File: config.mk
export PLATFORM = sky130hd
export DESIGN_NAME = sample_clk_gen_multi_flat
export DESIGN_NICKNAME = d
export VERILOG_FILES = /design/src/rtl/sample_clk_gen_multi_if.sv /design/src/rtl/sample_clk_gen_multi.sv /design/src/flat_wrapper.sv
export SDC_FILE = /design/constraint.sdc
export NUM_CORES = 1
export LEC_CHECK = 0
export CORE_MARGIN = 4
export CORE_UTILIZATION = 65
export CTS_CLUSTER_DIAMETER = 150
export DETAILED_ROUTE_END_ITERATION = 8
export PLACE_DENSITY_LB_ADDON = 0.15
export SYNTH_ARGS = -nofsm -noshare
export SYNTH_HDL_FRONTEND = slang
export SYNTH_SLANG_ARGS = --single-unit
File: constraint.sdc
create_clock -name ACLK -period 9.2 [get_ports ACLK]
set_clock_uncertainty 0.1 [all_clocks]
set_input_delay 0.92 -clock ACLK [delete_from_list [all_inputs] [get_ports ACLK]]
set_output_delay 0.92 -clock ACLK [all_outputs]
set_load 0.005 [all_outputs]
File: src/rtl/sample_clk_gen_multi_if.sv
// Bundles the configuration inputs and the per-channel sample outputs of
// sample_clk_gen_multi. The master drives dividers/enables; the slave is the generator.
// Optional tick counters appear when SAMPLE_CLK_GEN_TICK_CNT_EN is defined.
interface sample_clk_gen_multi_if #(
    parameter int unsigned NUM_CH    = 4,
    parameter int unsigned CNT_WIDTH = 32
);
    logic [NUM_CH*CNT_WIDTH-1:0] clk_divider;
    logic [NUM_CH-1:0]           ch_enable;
    logic                        sync_start;
    logic [NUM_CH-1:0]           sample_clk;
    logic [NUM_CH-1:0]           sample_tick;
    logic [NUM_CH-1:0]           ch_active;
`ifdef SAMPLE_CLK_GEN_TICK_CNT_EN
    logic [NUM_CH*32-1:0]        tick_count;

    modport master (
        output clk_divider, ch_enable, sync_start,
        input  sample_clk, sample_tick, ch_active, tick_count
    );
    modport slave (
        input  clk_divider, ch_enable, sync_start,
        output sample_clk, sample_tick, ch_active, tick_count
    );
`else
    modport master (
        output clk_divider, ch_enable, sync_start,
        input  sample_clk, sample_tick, ch_active
    );
    modport slave (
        input  clk_divider, ch_enable, sync_start,
        output sample_clk, sample_tick, ch_active
    );
`endif
endinterface

File: src/rtl/sample_clk_gen_multi.sv
// Multi-channel sample clock generator. Each channel divides ACLK by its own runtime
// divider, producing a near-50% sample_clk and a one-cycle sample_tick on each rising
// edge. Divider changes apply only at period boundaries; sync_start phase-aligns channels.
// Optional macro SAMPLE_CLK_GEN_TICK_CNT_EN adds a 32-bit per-channel tick counter.
module sample_clk_gen_multi #(
    parameter int unsigned NUM_CH    = 4,
    parameter int unsigned CNT_WIDTH = 32
) (
    input logic                    ACLK,
    input logic                    ARESET,
    sample_clk_gen_multi_if.slave  bus
);

    typedef enum logic [0:0] {StIdle, StRun} ch_state_e;

    logic [NUM_CH-1:0] clk_vec;
    logic [NUM_CH-1:0] tick_vec;
    logic [NUM_CH-1:0] active_vec;

    for (genvar n = 0; n < NUM_CH; n++) begin : g_ch
        ch_state_e            state_q, state_d;
        logic [CNT_WIDTH-1:0] cnt_q, cnt_d;
        logic [CNT_WIDTH-1:0] d_act_q, d_act_d;
        logic [CNT_WIDTH-1:0] d_in, d_last, cnt_inc;
        logic                 clk_q, clk_d;
        logic                 tick_q, tick_d;
        logic                 d_ok;
        logic                 active;

        assign d_in    = bus.clk_divider[n*CNT_WIDTH +: CNT_WIDTH];
        assign d_ok    = d_in >= CNT_WIDTH'(2);
        // d_act >= 2 whenever in RUN, so this never underflows where it matters
        assign d_last  = d_act_q - CNT_WIDTH'(1);
        assign cnt_inc = cnt_q + CNT_WIDTH'(1);

        // State register: channel state, counter, latched divider and registered outputs
        always_ff @(posedge ACLK) begin
            if (ARESET) begin
                state_q <= StIdle;
                cnt_q   <= '0;
                d_act_q <= '0;
                clk_q   <= 1'b0;
                tick_q  <= 1'b0;
            end else begin
                state_q <= state_d;
                cnt_q   <= cnt_d;
                d_act_q <= d_act_d;
                clk_q   <= clk_d;
                tick_q  <= tick_d;
            end
        end

        // Next-state: disable beats sync_start, sync_start beats boundary (one tick only)
        always_comb begin
            state_d = state_q;
            cnt_d   = cnt_q;
            d_act_d = d_act_q;
            clk_d   = 1'b0;
            tick_d  = 1'b0;
            if (!bus.ch_enable[n]) begin
                state_d = StIdle;
                cnt_d   = '0;
            end else if ((bus.sync_start || state_q == StIdle || cnt_q == d_last) && d_ok) begin
                state_d = StRun;
                cnt_d   = '0;
                d_act_d = d_in;
                clk_d   = 1'b1;
                tick_d  = 1'b1;
            end else if (state_q == StRun) begin
                if (cnt_q == d_last) begin
                    // Boundary with an invalid divider: stop without a tick
                    state_d = StIdle;
                    cnt_d   = '0;
                end else begin
                    cnt_d = cnt_inc;
                    clk_d = cnt_inc < (d_act_q >> 1);
                end
            end
        end

        // Outputs: ch_active follows the registered state
        always_comb begin
            active = (state_q == StRun);
        end

        assign clk_vec[n]    = clk_q;
        assign tick_vec[n]   = tick_q;
        assign active_vec[n] = active;

`ifdef SAMPLE_CLK_GEN_TICK_CNT_EN
        logic [31:0] tick_cnt_q;

        // Tick counter: cleared on IDLE->RUN entry, counts each registered sample_tick
        always_ff @(posedge ACLK) begin
            if (ARESET) begin
                tick_cnt_q <= '0;
            end else if (state_q == StIdle && state_d == StRun) begin
                tick_cnt_q <= '0;
            end else if (tick_q) begin
                tick_cnt_q <= tick_cnt_q + 32'd1;
            end
        end

        assign bus.tick_count[n*32 +: 32] = tick_cnt_q;
`endif
    end

    assign bus.sample_clk  = clk_vec;
    assign bus.sample_tick = tick_vec;
    assign bus.ch_active   = active_vec;

endmodule

File: src/flat_wrapper.sv
// flat-port wrapper written by rule: the top's interface ports become plain ports
module sample_clk_gen_multi_flat 
#(
    parameter int unsigned NUM_CH    = 4,
    parameter int unsigned CNT_WIDTH = 32
)
  (ACLK, ARESET, bus_clk_divider, bus_ch_enable, bus_sync_start, bus_sample_clk, bus_sample_tick, bus_ch_active);
  sample_clk_gen_multi_if #(.NUM_CH(NUM_CH), .CNT_WIDTH(CNT_WIDTH)) bus_i ();
  input logic ACLK;
  input logic ARESET;
  input wire logic [$bits(bus_i.clk_divider)-1:0] bus_clk_divider;
  input wire logic [$bits(bus_i.ch_enable)-1:0] bus_ch_enable;
  input wire logic [$bits(bus_i.sync_start)-1:0] bus_sync_start;
  output wire logic [$bits(bus_i.sample_clk)-1:0] bus_sample_clk;
  output wire logic [$bits(bus_i.sample_tick)-1:0] bus_sample_tick;
  output wire logic [$bits(bus_i.ch_active)-1:0] bus_ch_active;
  assign bus_i.clk_divider = bus_clk_divider;
  assign bus_i.ch_enable = bus_ch_enable;
  assign bus_i.sync_start = bus_sync_start;
  assign bus_sample_clk = bus_i.sample_clk;
  assign bus_sample_tick = bus_i.sample_tick;
  assign bus_ch_active = bus_i.ch_active;
  sample_clk_gen_multi #(.NUM_CH(NUM_CH), .CNT_WIDTH(CNT_WIDTH)) u_core (.ACLK(ACLK), .ARESET(ARESET), .bus(bus_i));
endmodule
Word-level counts from Yosys, hierarchy flattened
Index checks and enable logic that the tools add are counted.
{"block": "totals", "regBits": 268}
{"block": "classes", "add_sub_neg": 8, "n_lt_le_gt_ge": 8, "n_eq_ne": 4, "n_mux": 32, "bitwise_logic": 8, "n_reduce_logical": 24}
{"cell": "$add 32x1->32 const B", "count": 4}
{"cell": "$eq 32x32->1", "count": 4}
{"cell": "$ge 32x2->1 const B", "count": 4}
{"cell": "$lt 32x31->1", "count": 4}
{"cell": "$mux 32", "count": 4}
{"cell": "$sub 32x1->32 const B", "count": 4}
{"cell": "$mux 1", "count": 28}
{"cell": "$reduce_or 3->1", "count": 4}
{"cell": "$logic_or 1x1->1", "count": 8}
{"cell": "$not 1->1", "count": 8}
{"cell": "$reduce_and 2->1", "count": 4}
{"cell": "$reduce_or 2->1", "count": 4}
{"cell": "$logic_and 1x1->1", "count": 4}

Depth between registers and ports, before layout
{"block": "logic_depth", "word_depth": 5, "mapped_depth": 20, "depth_no_buf": 18}

Least setup slack after synthesis
Ideal clock, no wire load.
{"block": "synth_path", "kind": "flip-flop to flip-flop", "from": "register u_core.g_ch[1].d_act_q[5]", "to": "register u_core.g_ch[1].d_act_q[10]", "setup_ns": 0.072, "arrival_time_ns": 3.738, "setup_slack_ns": 5.291, "path_stages_with_launch": 14, "path_buffers": 4, "period_less_slack_ns": 3.909, "path_cell_list": "dfxtp_1 > or4_1 > buf_2 > or4_4 > buf_6 > nor4_2 > a32o_1 > o22ai_1 > or3_1 > or4b_4 > buf_4 > a21oi_4 > buf_6 > mux2i_1"}
{"block": "synth_between", "elab_chain_len": 5}
{"element": "start: declaration", "line_no": "sample_clk_gen_multi.sv:23", "rtl": "logic [CNT_WIDTH-1:0] d_act_q, d_act_d;"}
{"element": "start signal: assignment", "line_no": "sample_clk_gen_multi.sv:47", "rtl": "d_act_q <= d_act_d;"}
{"element": "$sub 32x1->32", "line_no": "sample_clk_gen_multi.sv:33", "rtl": "assign d_last = d_act_q - CNT_WIDTH'(1);"}
{"element": "$eq 32x32->1", "line_no": "sample_clk_gen_multi.sv:63", "rtl": "end else if ((bus.sync_start || state_q == StIdle || cnt_q == d_last) && d_ok) begin"}
{"element": "$logic_or 1x1->1", "line_no": "sample_clk_gen_multi.sv:63"}
{"element": "$logic_and 1x1->1", "line_no": "sample_clk_gen_multi.sv:63"}
{"element": "$reduce_and 2->1 (no line)"}
Every way passes these cells.
A chain may end at the register's enable or synchronous reset.

Worst setup path in the final report
{"block": "layout_path", "from": "register u_core.g_ch[3].d_act_q[5]", "to": "register u_core.g_ch[3].d_act_q[0]"}
{"block": "layout_between", "elab_chain_len": 5}
{"element": "start: declaration", "line_no": "sample_clk_gen_multi.sv:23"}
{"element": "start signal: assignment", "line_no": "sample_clk_gen_multi.sv:47"}
{"element": "$sub 32x1->32", "line_no": "sample_clk_gen_multi.sv:33"}
{"element": "$eq 32x32->1", "line_no": "sample_clk_gen_multi.sv:63"}
{"element": "$logic_or 1x1->1", "line_no": "sample_clk_gen_multi.sv:63"}
{"element": "$logic_and 1x1->1", "line_no": "sample_clk_gen_multi.sv:63"}
{"element": "$reduce_and 2->1 (no line)"}
Every way passes these cells.

==> metrics.cfg <==
[yosys]
syn-num-nets = 3042
syn_area_um2 = 20900
synthFlopType = dfxtp_1
synth_cell_types = 80
syn_area_per_cell_um2 = 7.522
synth.largest_area_cell = dfxtp_1
synthArstFlopShare_pct = 0
netlist_instances = 2779
synth_top_area_share_pct = 25.67
ys_top_cells_by_area = dfxtp_1 26%, nand2_1 8.2%, xnor2_1 8.2%
yosysWarningCount = 0
ys_ff_latch = 268
synth-edff-count = 0
synth-seq-area-share_pct = 25.67

[pwr]
power_mw = 3.108
vdd_drop_max_mv = 0.1809
leakagePower_nw = 8.926
power.density_nw_per_um2 = 133.8

[timing]
fmax_mhz = 214.1
setup_slack_ns = 4.529
drv_slew = 0
setup_viol = 0
tightest_slew_ns = 1.277
fin_tns_setup_ns = 0
rsz0062_at_grt = no
slew_headroom_pct = 14.69
fin_crit_ns = 4.671
hold_viol_final = 0
period_share_pct = 50.77

[detailed_routing]
vias = 20149
routedWlPerCell_um = 18.73
drt_iter0_drc = 1712
detail-route-antenna-nets = 0
dr.pass1.iters = 6
viasPerCell = 6.279
post-route-drc-count = 0
wl_um = 60090

[floorplanning]
rows = 65
start_util_pct = 66.07
die_area_um2 = 35090
die_h_um = 187.3
core-area_um2 = 31640
io_pins = 147
die_x_um = 187.3

[worst_hold_path]
hold_end = u_core.g_ch[2].cnt_q[20]
holdCritStartpoint = u_core.g_ch[2].cnt_q[20]
hold_path.class = flop to flop
hold_depth = 2

[cts]
cts-root-buf = clkbuf_16
ctsHtreeMaxLevel = 1
cts.clk_slew.worst_paths_ns = 0.06
clock_sinks = 268
clock_latency_ns = 0.58
cts_buffers = 30
clock_path_buffers = 3
cts_tree = done
ctsHoldBuffers = 0
cts-resized-gates = 0
cts_setup_buffers = 0

[critical_path]
startpoint_type = flop
cp_slowest_stage_delay_ns = 0.84
r2r_cells = 11
critical_path.endpoint_type = flop
critical_path_arrival_ns = 5.06
crit_type = flop to flop
worstPathMaxFanout = 32
r2r_end = u_core.g_ch[3].d_act_q[0]
required_ns = 9.59
r2r_slack_ns = 4.53
r2r-start = u_core.g_ch[3].d_act_q[5]
crit_chain = nor4_1 > nand4_1 > nor3_1 > xnor2_1 > or4_1 > nor4_1 > nand3_1 > buf_4 > a21oi_4 > buf_4 > mux2i_1
slowest_stage = nor4_1

[finish]
num_antenna_cells = 0
drive_above_1_share_pct = 3.527
multi_input_area_um2 = 14200
fill_cells = 2468
syn_to_final_growth_pct = 11.10
seqCellArea_um2 = 5365
final_nets = 3048
final_util_pct = 73.41
final_cells = 3209

[placement]
dp_hpwl_um = 45310
gp_congestion = 0.9691
dp.cells = 3155
preCtsSetupSlack_ns = 4.632
io_buffers = 146

[global_routing]
antenna_found_initial = 0
grt_pass1_vias = 19357
gr-usage-all-layers_pct = 32.75
grt_pass1_wl_um = 98110
grt_max_degree = 114
grt_overflow = 0

[outcome]
run_status = finished, final reports clean

[run]
maxCapViolCount = 0

[area by class of cell]
| type | instances | share of cell area [%] |
|---|---|---|
| clock buffers | 46 | 3.884 |
| clock inverters | 8 | 0.4310 |
| flip-flops and latches | 268 | 23.10 |
| multi-input cells | 2174 | 61.14 |
| inverters | 147 | 2.398 |
| well taps | 402 | 2.166 |
| repair buffers | 164 | 6.875 |
[cell families after synthesis]
family	share of synthesized area (%)
mux	6.620
xor+xnor	11.90
simple gates	28.43
compound gates	13.17
flops	25.67
buf+inv	6.548
fa+ha+maj	7.662
[power breakdown]
group          total (mW)  switching, mW  internal (mW)  leakage, nW
sequential           1.27         0.0695           1.20         2.19
clock                1.22          0.495          0.727        0.491
combinational       0.616          0.349          0.266         6.25
[state kept, by name, indices dropped and copies added, names as in the netlist]
| register | count |
|---|---|
| u_core.g_ch.active | 4 |
| u_core.g_ch.clk_q | 4 |
| u_core.g_ch.cnt_q | 128 |
| u_core.g_ch.d_act_q | 128 |
| u_core.g_ch.tick_q | 4 |
[how the worst max path moves through the flow]
stage | startpoint | endpoint | slack, ns | depth (start not counted)
detailed placement | u_core.g_ch[3].d_act_q[5] | u_core.g_ch[3].d_act_q[29] | 4.63 | 11
CTS | u_core.g_ch[3].d_act_q[5] | u_core.g_ch[3].d_act_q[0] | 4.60 | 11
finish | u_core.g_ch[3].d_act_q[5] | u_core.g_ch[3].d_act_q[0] | 4.53 | 11
floorplan | u_core.g_ch[1].d_act_q[5] | u_core.g_ch[1].d_act_q[10] | 5.29 | 13
global route | u_core.g_ch[3].d_act_q[2] | u_core.g_ch[3].cnt_q[3] | 4.18 | 10
global placement | u_core.g_ch[3].d_act_q[2] | u_core.g_ch[3].cnt_q[2] | 4.81 | 10
[cell usage in the layout (no fill, tap or decap), drive strengths merged, types with 25 or more instances in the layout]
cell             n
a21boi          31
a21o            39
a21oi          138
a31oi           25
and3            31
clkbuf          46
clkdlybuf4s50  146
dfxtp          268
ha             128
inv            147
mux2i          136
nand2          459
nand3          171
nand4           92
nor2           125
nor2b           33
nor3            77
nor4            70
o21ai           50
or3             27
xnor2          195
xor2            89
[cells in the mapped netlist, drive strengths merged, types with 18 or more instances]
cell    number
nor4        70
a21o        39
buf         38
ha         128
nand3      171
xor2        89
dfxtp      268
nor3        77
or4         23
clkbuf     152
a21boi      31
nor2b       33
nand2      459
a31oi       25
o211ai      19
nor2       125
xnor2      195
o21ai       50
inv        146
or3         27
a21oi      138
nand4       92
and3        31
mux2i      136
a211oi      18
[routing by layer]
| layer | share of wire (%) | track usage [%] |
|---|---|---|
| met2 | 47 | 56.55 |
| met3 | 6.2 | 5.189 |
| met1 | 43 | 41.98 |
| met4 | 3.5 | 10.52 |
| met5 | 0 | 0 |
[stage by stage]
| stage | area (um2) | hold WS (ns) |
|---|---|---|
| detailed placement | 22220 | 0.3597 |
| finish | 23220 | 0.3656 |
| global placement | 22220 | 0.3514 |
| floorplan | 20900 | 0.3411 |
| CTS | 23220 | 0.3692 |
| global route | 23220 | 0.4039 |
[worst max-delay path, delay by kind of cell, from the launching register on]
kind,cells,cell delay [ns]
flops,1,0.38
buf+inv,2,0.75
mux,1,0.26
xor+xnor,1,0.15
simple gates,6,2.74
compound gates,1,0.16
(Power assumes the default switching activity.)
